===== config.mk =====
export PLATFORM = sky130hd
export DESIGN_NAME = mem_bridge
export DESIGN_NICKNAME = d
export VERILOG_FILES = /design/src/rtl/mem_bridge.sv
export SDC_FILE = /design/constraint.sdc
export NUM_CORES = 1
export LEC_CHECK = 0
export CAP_MARGIN = 20
export CORE_MARGIN = 2
export CORE_UTILIZATION = 42
export DETAILED_ROUTE_END_ITERATION = 6
export PLACE_DENSITY = 0.86
export SETUP_SLACK_MARGIN = 0.02
export SLEW_MARGIN = 30
export SYNTH_ARGS = -nofsm -noshare
export SYNTH_HDL_FRONTEND = slang
export SYNTH_SLANG_ARGS = --single-unit

===== constraint.sdc =====
create_clock -name clk -period 3.86 [get_ports clk]
set_clock_uncertainty 0.1 [all_clocks]
set_input_delay 0.386 -clock clk [delete_from_list [all_inputs] [get_ports clk]]
set_output_delay 0.386 -clock clk [all_outputs]
set_load 0.01 [all_outputs]

===== src/rtl/mem_bridge.sv =====
// -----------------------------------------------------------------------------
// mem_bridge
//
// Bridges a CPU-side level-held memory request (mem_read / mem_write held by
// the control unit until mem_resp) onto a strobe/response physical-memory
// port. One transaction is in flight at a time, tracked by a three-state FSM:
//
//   IDLE : sample the CPU request and latch address / data / mask.
//   BUSY : drive exactly one pmem strobe and hold the pmem_* fields stable
//          until pmem_resp.
//   RESP : one-cycle mem_resp (and mem_err when the transaction aborted).
//
// A write whose byte-enable mask is all zero touches no bytes, so it skips
// BUSY and completes directly (IDLE -> RESP).
//
// Optional feature (compile-time macro MEM_BRIDGE_TIMEOUT_EN):
//   A BUSY-cycle counter aborts a stalled transaction after TIMEOUT_CYCLES
//   cycles without pmem_resp. The abort completes with mem_resp + mem_err,
//   and a timed-out read returns 32'h0. Without the macro there is no
//   counter, mem_err is tied low and BUSY waits for pmem_resp indefinitely.
//
// Parameters
//   TIMEOUT_CYCLES  BUSY cycles before an abort (>= 1; used only with the
//                   timeout macro). Counter is 8 bits up to 255, else 16.
//
// Ports
//   clk              single clock, rising edge
//   rst              synchronous reset, active low
//   mem_read         CPU read request (level)
//   mem_write        CPU write request (level, wins over mem_read)
//   mem_address      CPU word-aligned address
//   mem_wdata        CPU write data, already lane-shifted
//   mem_byte_enable  CPU write lane mask
//   mem_resp         one-cycle completion pulse
//   mem_rdata        registered read data, held until the next read completes
//   mem_err          one-cycle abort flag, coincident with mem_resp
//   pmem_read        physical read strobe
//   pmem_write       physical write strobe
//   pmem_address     registered physical address
//   pmem_wdata       registered physical write data
//   pmem_wmask       registered physical write mask
//   pmem_resp        physical completion, one cycle
//   pmem_rdata       physical read data, valid with pmem_resp
// -----------------------------------------------------------------------------
module mem_bridge #(
  parameter int unsigned TIMEOUT_CYCLES = 255
) (
  input  logic        clk,
  input  logic        rst,
  input  logic        mem_read,
  input  logic        mem_write,
  input  logic [31:0] mem_address,
  input  logic [31:0] mem_wdata,
  input  logic [3:0]  mem_byte_enable,
  output logic        mem_resp,
  output logic [31:0] mem_rdata,
  output logic        mem_err,
  output logic        pmem_read,
  output logic        pmem_write,
  output logic [31:0] pmem_address,
  output logic [31:0] pmem_wdata,
  output logic [3:0]  pmem_wmask,
  input  logic        pmem_resp,
  input  logic [31:0] pmem_rdata
);

  typedef enum logic [1:0] {
    IDLE = 2'd0,
    BUSY = 2'd1,
    RESP = 2'd2
  } state_t;

  state_t      state;
  state_t      state_next;
  logic        is_write;     // operation latched in IDLE
  logic [31:0] rdata_q;
  logic        timeout_hit;  // abort condition, evaluated in BUSY only

  // ---------------------------------------------------------------------------
  // Next-state logic
  // ---------------------------------------------------------------------------
  always_comb begin
    // NOTE: default first so every path assigns state_next; no latch is inferred.
    state_next = state;
    unique case (state)
      IDLE: begin
        if (mem_write) begin
          // An empty mask moves no data: complete without a physical access.
          state_next = (mem_byte_enable == 4'b0000) ? RESP : BUSY;
        end else if (mem_read) begin
          state_next = BUSY;
        end
      end
      BUSY: begin
        if (pmem_resp || timeout_hit) begin
          state_next = RESP;
        end
      end
      RESP:    state_next = IDLE;
      default: state_next = IDLE;
    endcase
  end

  // ---------------------------------------------------------------------------
  // State register
  // ---------------------------------------------------------------------------
  always_ff @(posedge clk) begin
    // NOTE: reset is sampled on the clock edge only; it is not in the
    // sensitivity list, so an in-flight transaction is dropped at that edge.
    if (!rst) begin
      state <= IDLE;
    end else begin
      // NOTE: state is updated with non-blocking assignments so every
      // register in the design sees pre-edge values of the others.
      state <= state_next;
    end
  end

  // ---------------------------------------------------------------------------
  // Request latch and read-data capture
  // ---------------------------------------------------------------------------
  always_ff @(posedge clk) begin
    if (!rst) begin
      is_write     <= 1'b0;
      pmem_address <= '0;
      pmem_wdata   <= '0;
      pmem_wmask   <= '0;
      rdata_q      <= '0;
    end else begin
      unique case (state)
        IDLE: begin
          if (mem_write) begin
            is_write     <= 1'b1;
            pmem_address <= mem_address;
            pmem_wdata   <= mem_wdata;
            pmem_wmask   <= mem_byte_enable;
          end else if (mem_read) begin
            is_write     <= 1'b0;
            pmem_address <= mem_address;
          end
        end
        BUSY: begin
          if (pmem_resp) begin
            if (!is_write) begin
              rdata_q <= pmem_rdata;
            end
          end else if (timeout_hit && !is_write) begin
            // An aborted read must not return stale data from the last read.
            rdata_q <= '0;
          end
        end
        default: ;
      endcase
    end
  end

`ifdef MEM_BRIDGE_TIMEOUT_EN
  // ---------------------------------------------------------------------------
  // Stall timeout
  // ---------------------------------------------------------------------------
  localparam int unsigned CNT_W = (TIMEOUT_CYCLES > 255) ? 16 : 8;
  // The abort fires on the edge that advances the counter to TIMEOUT_CYCLES,
  // i.e. after TIMEOUT_CYCLES BUSY cycles without pmem_resp.
  localparam logic [CNT_W-1:0] COUNT_LAST = CNT_W'(TIMEOUT_CYCLES - 1);

  logic [CNT_W-1:0] count;
  logic             err_q;

  // pmem_resp in the final cycle takes precedence over the abort.
  assign timeout_hit = (state == BUSY) && !pmem_resp && (count == COUNT_LAST);

  always_ff @(posedge clk) begin
    if (!rst) begin
      count <= '0;
      err_q <= 1'b0;
    end else begin
      if (state == IDLE) begin
        count <= '0;
        err_q <= 1'b0;
      end else if (state == BUSY && !pmem_resp) begin
        count <= count + CNT_W'(1);
        if (timeout_hit) begin
          err_q <= 1'b1;
        end
      end
    end
  end

  assign mem_err = (state == RESP) && err_q;
`else
  assign timeout_hit = 1'b0;
  assign mem_err     = 1'b0;
`endif

  // ---------------------------------------------------------------------------
  // Outputs decoded from state
  // ---------------------------------------------------------------------------
  assign pmem_read  = (state == BUSY) && !is_write;
  assign pmem_write = (state == BUSY) &&  is_write;
  assign mem_resp   = (state == RESP);
  assign mem_rdata  = rdata_q;

endmodule

Word level (Yosys, flattened, before mapping)

Cells that the tools add are included.

Bits in registers: 103
Output and inout bits: 104
Word-level logic and storage cells: 30

Equality and inequality tests: 4
Multiplexer cells: 9
Bitwise gates (word level): 1
Reductions and logical operators: 10

Operators by type and width:

| operator           | number |
|---|---|
| $mux 32            | 2 |
| $mux 2             | 4 |
| $reduce_and 2->1   | 3 |
| $logic_not 4->1    | 1 |
| $pmux 2 s2         | 1 |
| $ne 3x3->1 const B | 1 |
| $reduce_and 3->1   | 1 |
| $eq 2x1->1 const B | 1 |
| $eq 2x2->1 const B | 1 |
| $logic_and 1x1->1  | 2 |
| $logic_not 2->1    | 1 |
| $mux 1             | 2 |
| $ne 2x2->1 const B | 1 |
| $reduce_bool 2->1  | 1 |
| $logic_not 1->1    | 1 |
| $not 1->1          | 1 |

Longest topological paths before layout

Gate-level depths: netlist of the first run.

Depth after elaboration: 4
Depth in mapped cells: 6
Depth with buffers taken out: 3

Worst setup path after synthesis of the first run

No wires, ideal clock.

Path type: register to register
Start point: register state[1]
End point: register pmem_wdata[22]
Setup time: 132 ps
Data arrival time: 1175 ps
Path slack: 2453 ps
Stages on the path, launching flop included: 7
Buffers on the path: 3
Cell sequence: dfxtp_1 buf_6 or3b_1 buf_6 buf_6 nand2_1 a21oi_1

Cells in the longest elaborated chain, start to end: 2

RTL lines:

| item                              | line | source |
|---|---|---|
| start, declared                   | 73   | `state_t state;` |
| start signal, assigned            | 115  | `state <= state_next;` |
| $logic_not 2->1                   | 130  | `unique case (state)` |
| $reduce_and 2->1 (no source line) | -    |  |
| end signal, assigned              | 135  | `pmem_wdata <= mem_wdata;` |
| end, declared                     | 61   | `output logic [31:0] pmem_wdata,` |

No other way between the ends.
A chain may end at the register's enable or synchronous reset.

Worst setup path in the final report of the first run

Start point: register state[0]
End point: output pmem_read

Cells in the longest elaborated chain, start to end: 2

RTL lines:

| item              | line | source |
|---|---|---|
| $eq 2x1->1        | 198  | `assign pmem_read = (state == BUSY) && !is_write;` |
| $logic_and 1x1->1 | 198  |  |
| end, declared     | 58   | `output logic pmem_read,` |

No other way between the ends.

==> impl_metrics.py, run 1 <==
metrics = {
    "status": {
        "status": "finished, final reports clean",
    },
    "power_and_ir_drop": {
        "p_int_mw": 1.783,
        "clkPwrFrac": 0.291,
        "p_sw_mw": 0.6284,
        "peakVddDrop_v": 0.0002381,
        "power_leakage_nw": 2.151,
        "total_power_mw": 2.412,
        "seqPwrFrac": 0.493,
        "swShare": 0.2605,
        "powerDensity_nw_per_um2": 399.3,
        "power_frac_comb": 0.216,
    },
    "timing": {
        "worst_pin_slew_ns": 0.7678,
        "setup_violations": 0,
        "period_share": 0.5955,
        "rsz0062_at_grt": "no",
        "setup_tns_ns": 0,
        "fin_crit_ns": 2.299,
        "final-hold-violation-count": 0,
        "slew_headroom": 0.4881,
        "fmax_mhz": 435.0,
        "maxSlewViolCount": 0,
    },
    "placed_design": {
        "place_congestion": 0.7784,
        "port_buffers": 207,
        "dpl-instance-area_sq_um": 5837,
        "dpl.hpwl_microns": 7893,
    },
    "worst_setup_path": {
        "worstPathArrival_ns": 1.81,
        "startpoint_type": "flip-flop",
        "path_cells": "nor3b_1, clkdlybuf4s50_1",
        "critPathKind": "flip-flop to output port",
        "cp.required_ns": 3.37,
        "cp-endpoint": "pmem_read",
        "reg2reg_to": "pmem_wdata[15]$_SDFFE_PN0P_",
        "crit_path_max_incr_delay_ns": 0.63,
        "crit_start": "state[0]$_SDFFE_PN0P_",
        "rr_worst_depth": 3,
        "crit_cells": 2,
        "rr_startpoint": "state[0]$_SDFFE_PN0P_",
        "cp_top_family": "flip-flops",
        "cp_max_fo": 11,
        "worst-path-buf-inv": 1,
        "crit_path_end_kind": "output port",
        "rrSetupSlack_ns": 2.02,
        "critPathSlowestCell": "dfxtp_1",
    },
    "global_routing": {
        "grt.total_usage": 0.2159,
        "grt_pass1_vias": 3668,
        "grt_max_degree": 68,
        "grt_pass1_wl_microns": 17410,
        "overflow": 0,
        "antenna_found_initial": 0,
    },
    "clock_tree": {
        "post_cts_buffers": 0,
        "htree_levels": 3,
        "path_clk_slew_ns": 0.09,
        "cts_hold_buf": 0,
        "cts_buffers": 9,
        "clkSinkCount": 103,
        "clk_path_buf_depth": 2,
        "cts_resized": 0,
        "ctsRootBufferMaster": "clkbuf_8",
        "clk_latency_ns": 0.34,
        "tritoncts": "built",
    },
    "detailed_routing": {
        "routedWlPerCell_microns": 14.78,
        "via_count": 3916,
        "drc": 0,
        "antenna_left": 0,
        "drt_pass1_iterations": 4,
        "drt_iter0_drc": 101,
        "detail_route.vias_per_cell": 5.166,
        "routed_wl_microns": 11200,
    },
    "synth": {
        "yosysSeqAreaShare": 0.5375,
        "synth_cells": 468,
        "yosys_warnings": 0,
        "synth_top_family_by_area": "simple AND/OR/NAND/NOR gates",
        "ys_ff_latch": 103,
        "synthesis.area_sq_um": 3836,
        "synth-adder-area-share": 0,
        "synthMuxAreaShare": 0,
        "synth-compound-area-share": 0.1807,
        "syn-num-nets": 573,
        "avgSynthCellArea_sq_um": 8.197,
        "synth_xor_area_frac": 0,
        "synthSimpleGateAreaFrac": 0.2146,
        "synthDistinctLibCells": 29,
    },
    "cells_and_area": {
        "layout_common_cells": "206 x clkdlybuf4s50_1, 105 x nand2_1, 103 x dfxtp_1",
        "nNetsFinal": 752,
        "final_common_cell": "clkdlybuf4s50_1",
        "final_util": 0.6860,
        "fin_area_sq_um": 6041,
        "n_antenna_cell": 0,
        "area_growth_pct": 57.47,
        "drive_above_1_share": 0.04154,
    },
    "job": {
        "maxCapViolations": 0,
    },
    "floorplan": {
        "core_region_area_sq_um": 8806,
        "die_w_microns": 99.57,
        "num_rows": 34,
        "io_pins": 209,
        "die_y_microns": 99.57,
        "start_util": 0.4356,
        "die-area_sq_um": 9914,
    },
    "min_path": {
        "min_path_type": "flip-flop to flip-flop",
        "hold_path_depth": 2,
    },
}
[sequential cells by signal, indices dropped and copies added, names as in the netlist]
signal and cells:
mem_rdata 32, pmem_address 32, pmem_wdata 32, pmem_wmask 4, state 2, is_write 1
[through the flow]
step	hold WS, ns	std cells	worst slack (ns)
detailed placement	0.3471	744	1.501
floorplan	0.3802	468	2.453
finish	0.3568	758	1.561
global placement	0.3409	744	1.566
CTS	0.3593	758	1.563
global route	0.3815	758	1.436
[area by class of cell]
type | instances | area (sq um)
inverter | 2 | 7.507
clock buffer | 10 | 127.6
sequential | 103 | 2062
fill | 708 | 2765
timing repair buffer | 212 | 2105
clock inverter | 4 | 72.57
tap | 108 | 135.1
multi-input combinational | 319 | 1531
[synth_stat cells]
master,count,area share
buf_4,2,0.0039
clkbuf_1,22,0.022
nor3b_1,1,0.0020
nor2b_1,1,0.0016
or2_4,1,0.0023
inv_2,1,0.00098
or2_2,1,0.0016
buf_2,11,0.014
and3b_1,1,0.0023
a41o_1,1,0.0026
dfxtp_1,103,0.54
a21oi_1,68,0.089
nand2_1,105,0.10
and4bb_2,1,0.0033
inv_1,1,0.00098
buf_6,8,0.023
nor4b_1,1,0.0023
nor2_1,2,0.0020
o41ai_1,1,0.0023
a21oi_2,1,0.0023
nor3b_4,1,0.0049
or3b_1,1,0.0023
buf_1,1,0.00098
nor4_1,1,0.0016
conb_1,1,0.00098
o21ai_1,1,0.0013
o21ai_0,64,0.083
nand4b_1,1,0.0023
nand3_1,64,0.083
[logic make-up after synthesis]
group | Yosys count
and+or+nand+nor | 182
AOI/OAI and AO/OA | 136
DFF | 103
buffers and inverters | 46
other | 1
[worst min path at each step]
stage,start,slack [ns],end
2_1_floorplan,mem_rdata[0]$_SDFFE_PN0P_,0.38,mem_rdata[0]$_SDFFE_PN0P_
4_1_cts,pmem_wdata[17]$_SDFFE_PN0P_,0.36,pmem_wdata[17]$_SDFFE_PN0P_
6_report,pmem_wdata[0]$_SDFFE_PN0P_,0.36,pmem_wdata[0]$_SDFFE_PN0P_
3_5_place_dp,pmem_wdata[17]$_SDFFE_PN0P_,0.35,pmem_wdata[17]$_SDFFE_PN0P_
3_3_place_gp,pmem_wdata[18]$_SDFFE_PN0P_,0.34,pmem_wdata[18]$_SDFFE_PN0P_
5_1_grt,mem_rdata[28]$_SDFFE_PN0P_,0.38,mem_rdata[28]$_SDFFE_PN0P_
[power by group through the flow]
stage / Combinational, mW / Sequential (mW) / Clock (mW)
after floorplan: 0.207 / 1.24 / 0
after global placement: 0.509 / 1.21 / 0
after detailed placement: 0.522 / 1.21 / 0
after CTS: 0.524 / 1.19 / 0.723
after global routing: 0.566 / 1.20 / 0.766
final: 0.521 / 1.19 / 0.702
[worst reg2reg max path: cells and delay by family (launching register included)]
family,cells,cell delay (ns)
DFF,1,0.63
AOI/OAI and AO/OA,1,0.18
and+or+nand+nor,2,0.86
[layer usage]
metal  vias to the layer above  share of wire  global-route usage  wire (microns)
met3                        24          0.070             0.05481             787
met1                      1792           0.40              0.2545            4489
li1                       1940              -                   -               -
met2                       160           0.50              0.3701            5622
met4                         0          0.027             0.09694             303
met5                         -              0                   0               0
(Power assumes the default switching activity.)
==> run 2: changes to the inputs <==
CORE_UTILIZATION = 39   (was 42)
PLACE_DENSITY = 0.81   (was 0.86)
clock period = 2.2 ns   (was 3.86 ns; I/O delays follow)
==> run 2 against run 1 <==
Non-clock buffer count grew 3. Via count shrank 0.28%. Critical endpoint is now mem_resp. Register-to-register slack lost 1.4 ns. Flip-flop and latch count is the same. First-iteration DRC count grew 48%. Sequential share of layout area shrank 0.36 points. Total power grew 73%. Die area grew 7.4%. Combinational power grew 78%. Critical path depth is the same.
==> impl_metrics.py, run 2 (synthesis results as in run 1) <==
metrics = {
    "status": {
        "status": "finished, final reports clean",
    },
    "placed_design": {
        "place_congestion": 0.7536,
        "port_buffers": 207,
        "place_inst": 772,
        "dpl.hpwl_microns": 7745,
    },
    "worst_setup_path": {
        "startpoint_type": "flip-flop",
        "crit_cells": 2,
        "critPathSlowestCell": "dfxtp_1",
        "rr_worst_depth": 4,
        "cp.required_ns": 1.88,
        "worst-path-buf-inv": 1,
        "rrSetupSlack_ns": 0.59,
        "path_cells": "nor2b_1, clkdlybuf4s50_1",
        "cp_max_fo": 11,
        "crit_path_max_incr_delay_ns": 0.58,
        "crit_path_end_kind": "output port",
        "worstPathArrival_ns": 1.66,
        "cp_top_family": "flip-flops",
        "critPathKind": "flip-flop to output port",
    },
    "cells_and_area": {
        "area_growth_pct": 59.23,
        "fillers": 853,
        "drive_above_1_share": 0.04740,
        "layout_common_cells": "206 x clkdlybuf4s50_1, 105 x nand2_1, 102 x dfxtp_1",
        "final_common_cell": "clkdlybuf4s50_1",
        "n_antenna_cell": 0,
        "final_util": 0.6337,
        "nNetsFinal": 755,
        "stdcell_count": 787,
    },
    "power_and_ir_drop": {
        "powerDensity_nw_per_um2": 683.6,
        "total_power_mw": 4.176,
        "power_leakage_nw": 2.170,
        "peakVddDrop_v": 0.0003736,
    },
    "detailed_routing": {
        "drt_pass1_iterations": 4,
        "routedWlPerCell_microns": 13.84,
        "antenna_left": 0,
        "via_count": 3905,
        "detail_route.vias_per_cell": 4.962,
        "routed_wl_microns": 10890,
        "drc": 0,
        "drt_iter0_drc": 149,
    },
    "floorplan": {
        "core_region_area_sq_um": 9639,
        "die_y_microns": 103.2,
        "die-area_sq_um": 10650,
        "start_util": 0.3980,
        "io_pins": 209,
        "die_w_microns": 103.2,
        "num_rows": 36,
    },
    "clock_tree": {
        "clkSinkCount": 103,
        "clk_path_buf_depth": 2,
        "htree_levels": 3,
        "clk_latency_ns": 0.35,
        "ctsRootBufferMaster": "clkbuf_8",
        "post_cts_buffers": 0,
        "tritoncts": "built",
        "cts_buffers": 9,
        "path_clk_slew_ns": 0.09,
    },
    "timing": {
        "slew_headroom": 0.5773,
        "final-hold-violation-count": 0,
        "worst_pin_slew_ns": 0.6341,
        "fin_crit_ns": 1.984,
        "period_share": 0.9019,
        "fmax_mhz": 504.0,
        "setup_tns_ns": 0,
        "fin_hold_ws_ns": 0.2105,
        "rsz0062_at_grt": "no",
        "maxSlewViolCount": 0,
        "setup_violations": 0,
    },
    "global_routing": {
        "grt_pass1_wl_microns": 16640,
        "overflow": 0,
        "grt_pass1_vias": 3627,
        "grt.total_usage": 0.1963,
        "grt_max_degree": 65,
        "antenna_found_initial": 0,
    },
    "job": {
        "maxCapViolations": 0,
    },
    "min_path": {
        "hold_path_depth": 3,
        "min_path_type": "primary input to flip-flop",
    },
}
run 2: final timing paths:
check / startpoint / endpoint
max reg2reg: state[1]$_SDFFE_PN0P_ / pmem_wmask[3]$_SDFFE_PN0P_
max: state[1]$_SDFFE_PN0P_ / mem_resp
min: rst / pmem_wmask[0]$_SDFFE_PN0P_
min reg2reg: pmem_wdata[17]$_SDFFE_PN0P_ / pmem_wdata[17]$_SDFFE_PN0P_
run 2: per-layer routing:
layer,vias up,global-route usage,wire (microns)
li1,1948,-,-
met1,1796,0.2341,4268
met2,150,0.3257,5346
met3,11,0.08871,1166
met4,0,0.04656,113
met5,-,0,0
run 2: report_power, final:
part / internal, mW / switching [mW] / leakage, nW
Combinational: 0.507 / 0.418 / 1.23
Clock: 0.558 / 0.613 / 0.0960
Sequential: 2.00 / 0.0753 / 0.844
Total: 3.07 / 1.11 / 2.17
run 2: area by class of cell:
class                      count  area [sq um]  area share
sequential                   103          2063      0.3378
clock buffer                  11         141.4     0.02315
inverter                       2         7.507    0.001229
clock inverter                 4         55.05    0.009013
multi-input combinational    319          1523      0.2493
timing repair buffer         215          2152      0.3523
tap                          133         166.4     0.02724
run 2: repair_timing:
action,in CTS,in global routing
endpoints found under the setup margin,0,1
hold buffers,0,0
resized for setup,0,1
run 2: worst register-to-register path, cell delays in order (launching register included):
cell	delay, ns
dfxtp_1	0.58
or3b_1	0.22
buf_4	0.35
nand2_1	0.12
a21oi_1	0.18
run 2: stage by stage:
step	cell area [sq um]	setup WS [ns]
floorplan	3836	0.7931
global placement	5911	0.3602
detailed placement	5911	0.3180
CTS	6107	0.09862
global route	6108	0.08237
finish	6108	0.2158
